File: src/rtl/gen_if_skid_stage.sv
// rtl/gen_if_skid_stage.sv - two-entry registered valid/ready skid stage with generate-selected transform
// Both entries hold already-transformed data; in_ready is a flop so it never follows out_ready combinationally.
module gen_if_skid_stage #(
    parameter int P = 0,
    parameter int W = 8
) (
    input  logic         clk,
    input  logic         rst,
    input  logic         in_valid,
    output logic         in_ready,
    input  logic [W-1:0] in_data,
    output logic         out_valid,
    input  logic         out_ready,
    output logic [W-1:0] out_data,
    output logic [15:0]  xfer_count
);

    typedef enum logic [1:0] {
        ST_EMPTY = 2'd0,
        ST_ONE   = 2'd1,
        ST_TWO   = 2'd2
    } state_t;

    state_t        state_q, state_d;
    logic [W-1:0]  main_q, main_d;
    logic [W-1:0]  skid_q, skid_d;
    logic [15:0]   count_q, count_d;
    logic          in_ready_q;
    logic [W-1:0]  xf_data;
    logic          in_hs;
    logic          out_hs;

    generate
        if (P == 1) begin : g_incr
            assign xf_data = in_data + W'(1);
        end else begin : g_pass
            assign xf_data = in_data;
        end
    endgenerate

    assign in_ready   = in_ready_q;
    assign out_valid  = (state_q != ST_EMPTY);
    assign out_data   = main_q;
    assign xfer_count = count_q;

    assign in_hs  = in_valid && in_ready_q;
    assign out_hs = out_valid && out_ready;

    always_comb begin
        state_d = state_q;
        main_d  = main_q;
        skid_d  = skid_q;
        count_d = count_q;
        case (state_q)
            ST_EMPTY: begin
                if (in_hs) begin
                    state_d = ST_ONE;
                    main_d  = xf_data;
                end
            end
            ST_ONE: begin
                if (in_hs && out_hs) begin
                    main_d = xf_data;
                end else if (out_hs) begin
                    state_d = ST_EMPTY;
                end else if (in_hs) begin
                    state_d = ST_TWO;
                    skid_d  = xf_data;
                end
            end
            ST_TWO: begin
                if (out_hs) begin
                    state_d = ST_ONE;
                    main_d  = skid_q;
                end
            end
            default: state_d = ST_EMPTY;
        endcase
        if (out_hs && (count_q != 16'hFFFF)) begin
            count_d = count_q + 16'd1;
        end
    end

    always_ff @(posedge clk) begin
        if (rst) begin
            state_q    <= ST_EMPTY;
            main_q     <= '0;
            skid_q     <= '0;
            count_q    <= '0;
            in_ready_q <= 1'b0;
        end else begin
            state_q    <= state_d;
            main_q     <= main_d;
            skid_q     <= skid_d;
            count_q    <= count_d;
            // Ready for the next edge is decided from the next state, not from out_ready.
            in_ready_q <= (state_d != ST_TWO);
        end
    end

endmodule

File: config.mk
export PLATFORM = sky130hd
export DESIGN_NAME = gen_if_skid_stage
export DESIGN_NICKNAME = d
export VERILOG_FILES = /design/src/rtl/gen_if_skid_stage.sv
export SDC_FILE = /design/constraint.sdc
export NUM_CORES = 1
export LEC_CHECK = 0
export CAP_MARGIN = 5
export CORE_MARGIN = 5
export CORE_UTILIZATION = 36
export CTS_BUF_LIST = sky130_fd_sc_hd__clkbuf_16
export CTS_CLUSTER_SIZE = 20
export DETAILED_ROUTE_END_ITERATION = 7
export SLEW_MARGIN = 20
export SYNTH_ARGS = -nofsm -noshare
export SYNTH_HDL_FRONTEND = slang
export SYNTH_SLANG_ARGS = --single-unit
File: constraint.sdc
create_clock -name clk -period 3.79 [get_ports clk]
set_clock_uncertainty 0.15 [all_clocks]
set_input_delay 0.379 -clock clk [delete_from_list [all_inputs] [get_ports clk]]
set_output_delay 0.379 -clock clk [all_outputs]
set_load 0.05 [all_outputs]
# == Word level (Yosys, flattened, before mapping) ==
# Cells that the tools add are included.
# W data, S select, Z words.
# word_totals
input_bits,12
n_memories,0
ramBits,0
latchBits,0
word_cells,34
romBits,0
output_inout_bits,26
regBits,35
# op_classes
eq_ne,7
bitwise,2
mul,0
order_cmp,0
mux,10
n_reduce_logical,9
add_sub_neg,1
n_shift,0
div,0
# ops
operator,count
$mux W8,3
$pmux W8 S3,1
$add A16 B1 Y16 const B,1
$ne A16 B16 Y1 const B,1
$mux W2,5
$ne A2 B2 Y1 const B,4
$reduce_and A4 Y1,2
$pmux W2 S3,1
$logic_and A1 B1 Y1,4
$reduce_bool A3 Y1,1
$eq A2 B1 Y1 const B,1
$eq A2 B2 Y1 const B,1
$logic_not A2 Y1,1
$not A1 Y1,2
$reduce_bool A2 Y1,1

# == Logic depth before layout (Yosys ltp) ==
# logic_depth
word_depth,6
depth_mapped,6

# == Worst setup path before layout ==
# Ideal clock, no wire load.
# synth_path
path_kind,flip-flop to flip-flop
startpoint,register count_q[0] (netlist: xfer_count[0])
endpoint,register count_q[14] (netlist: xfer_count[14])
setup_slack_ns,1.488
period_less_slack_ns,2.302
t_arrival_ns,2.082
stages_incl_launch_ff,6
setup_time_ns,0.070
path_cell_list,dfxtp_1 > ha_1 > o211ai_1 > or3_4 > or4_1 > a21oi_1
# synth_between
elab_chain_cells,2
word_cells_on_any_way,3
# synth_lines
element,line_no,source
start: declaration,27,"logic [15:0] count_q, count_d;"
start signal: assignment,95,count_q <= count_d;
"parallel branches: the longest is 2 deep, another holds $add A16 B1 Y16",--,
# Parallel ways; which one is timed is not known.
# A chain may end at the register's enable or synchronous reset.

# == Worst setup path after layout ==
# layout_path
startpoint,register state_q[1]
endpoint,output out_valid
# layout_between
elab_chain_cells,1
# layout_lines
element,line_no,source
start: declaration,24,"state_t state_q, state_d;"
start signal: assignment,92,state_q <= state_d;
$reduce_bool A2 Y1,42,assign out_valid = (state_q != ST_EMPTY);
end: declaration,12,"output logic out_valid,"
# No other way between the ends.

==> flow_metrics.env <==
export IMPL_ios=38
export IMPL_finalCriticalPeriod_ns=2.38
export IMPL_post_cts_repair_setup_buffers=0
export IMPL_cts_tree="built"
export IMPL_relSlewSlack_pct=35.9
export IMPL_hold_path_class="flip-flop to flip-flop"
export IMPL_place_hpwl_um=2730
export IMPL_dieWidth_um=77.7
export IMPL_routed_via_density=5.54
export IMPL_via_count=1501
export IMPL_final_nets=231
export IMPL_drv_slew=0
export IMPL_final_cell_mix="37 x clkdlybuf4s50_1, 35 x dfxtp_1, 27 x nor2_1"
export IMPL_min_period_over_period_pct=62.7
export IMPL_cp_max_fo=11
export IMPL_htree_levels=2
export IMPL_core_area_mm2=0.00441
export IMPL_drt_total_wl_um=3920
export IMPL_dp_cells=263
export IMPL_yosys_most_used_dff="dfxtp_1"
export IMPL_status="completed"
export IMPL_path_clk_slew_ns=0.05
export IMPL_post_route_util_pct=50.8
export IMPL_worst_pin_slew_ns=0.958
export IMPL_start_kind="flip-flop"
export IMPL_r2r_start="state_q[1]"
export IMPL_portBuffers=37
export IMPL_p_total_mw=0.951
export IMPL_ant_nets=0
export IMPL_first_pass_iters=4
export IMPL_hold_buffers=0
export IMPL_clk_latency_ns=0.28
export IMPL_grt_remaining_overflow=0
export IMPL_powerDensity_mw_per_mm2=425
export IMPL_place_gp_congestion=0.792
export IMPL_required_ns=3.26
export IMPL_post_synth_top_area_cell="dfxtp_1"
export IMPL_yosys_area_top_type_share_pct=42.5
export IMPL_die_area_mm2=0.00604
export IMPL_mostFrequentLayoutCell="clkdlybuf4s50_1"
export IMPL_synthTopCellsByArea="dfxtp_1 42%, mux2i_1 11%, nor2_1 6.1%"
export IMPL_finalHoldViolCount=0
export IMPL_setup_tns_ns=0
export IMPL_crit_reg2reg_capture="xfer_count[14]"
export IMPL_yosysSeqAreaShare_pct=42.5
export IMPL_r2r_setup_slack_ns=1.59
export IMPL_synth_area_mm2=0.00165
export IMPL_grt_max_degree=26
export IMPL_max_freq_mhz=421
export IMPL_setup_violations=0
export IMPL_synth_edf_count=0
export IMPL_rows=24
export IMPL_grt_pass1_vias=1391
export IMPL_whs_ns=0.347
export IMPL_hp_start="skid_q[6]"
export IMPL_avgSynthCellArea_um2=9.12
export IMPL_rsz0062_at_grt="false"
export IMPL_grt_pass1_wl_um=6550
export IMPL_grt_usage_pct=13.1
export IMPL_fin_cells=271
export IMPL_ys_ff_latch=35
export IMPL_min_to="skid_q[6]"
export IMPL_syn_num_nets=194
export IMPL_clk_path_buf_depth=2
export IMPL_worstSetupEndpointType="primary output"
export IMPL_synthCells=181
export IMPL_max_cap_viol_count=0
export IMPL_ff2ff_path_depth=4
export IMPL_antenna_found_initial=0
export IMPL_critPathArrivalTime_ns=1.85
export IMPL_critical_path_class="flip-flop to primary output"
export IMPL_syn_to_final_growth_pct=35.8
export IMPL_cts_sinks=35
export IMPL_root_buffer="clkbuf_16"
export IMPL_wl_per_cell_um=14.5
export IMPL_antenna_cells=0
export IMPL_fp_dieH_um=77.7
export IMPL_yosys_warnings=0
export IMPL_synthArstFlopShare_pct=0
export IMPL_drc=0
export IMPL_synth_cell_types=43
export IMPL_cts_made_buffers=5
export IMPL_vdd_drop_max_mv=0.231
export IMPL_cts_resized_gates=0
export IMPL_start_util_pct=37.4
export IMPL_drive_gt1_share_pct=11.4
export IMPL_power_static_leakage_nw=0.833
export IMPL_worstHoldPathCells=2
export IMPL_drtIter0Drc=85
[worst max-delay path by stage]
| stage | slack, ns | depth (start not counted) | end | start |
|---|---|---|---|---|
| after global routing | 1.36 | 5 | xfer_count[14] | out_ready |
| after global placement | 1.26 | 5 | out_data[1] | out_ready |
| after CTS | 1.37 | 5 | out_data[7] | out_ready |
| after floorplan | 1.49 | 5 | xfer_count[14] | xfer_count[0] |
| final | 1.41 | 2 | out_valid | state_q[1] |
| after detailed placement | 1.16 | 5 | out_data[3] | out_ready |
[kinds of logic after synthesis]
| logic type | Yosys count | share of synthesized area (%) |
|---|---|---|
| buffers and inverters | 13 | 3.18 |
| DFF | 35 | 42.5 |
| muxes | 23 | 14.3 |
| adders and majority gates | 1 | 0.758 |
| and+or+nand+nor | 76 | 24.9 |
| AOI/OAI and AO/OA | 33 | 14.4 |
[Yosys cell counts, types with 4 or more instances]
cell type / count
dfxtp_1: 35
nor2_1: 27
mux2i_1: 18
nand2_1: 9
a211oi_1: 8
nand3_1: 8
a21oi_1: 7
nor2b_1: 6
clkbuf_1: 5
mux2_2: 5
inv_1: 4
nand4_1: 4
nor4_1: 4
[flip-flops by register name, summed over array words and instances, names as in the netlist]
register    cells
xfer_count     16
state_q         2
skid_q          8
out_data        8
in_ready        1
[where the power goes]
part / switching [mW] / internal [mW]
Sequential: 0.00786 / 0.378
Combinational: 0.0622 / 0.0409
Clock: 0.153 / 0.310
Total: 0.223 / 0.729
[critical path, stage by stage (launching register included)]
cell	delay [ns]
dfxtp_1	0.57
or2_2	0.20
clkdlybuf4s50_1	0.80
[routing by layer]
| layer | part of all wire [%] | GRT usage [%] | vias to the layer above |
|---|---|---|---|
| met4 | 0.84 | 3.61 | 0 |
| met3 | 6.6 | 5.09 | 5 |
| met5 | 0 | 0 | - |
| met1 | 46 | 16.8 | 708 |
| li1 | - | - | 742 |
| met2 | 47 | 20.5 | 46 |
[stage by stage]
stage          cell area (um^2)  setup WS (ns)
6_report                   2240           1.41
5_1_grt                    2240           1.36
4_1_cts                    2230           1.37
3_5_place_dp               2060           1.16
3_3_place_gp               2060           1.26
2_1_floorplan              1650           1.49
[area by class of cell]
type	count	area [um^2]
fillers	411	2170
multi-input cells	133	906
flip-flops and latches	35	701
repair buffers	39	385
clock buffers	5	125
well taps	52	65.1
clock inverters	3	43.8
inverters	4	15.0
Power figures use the tool's default switching activity.
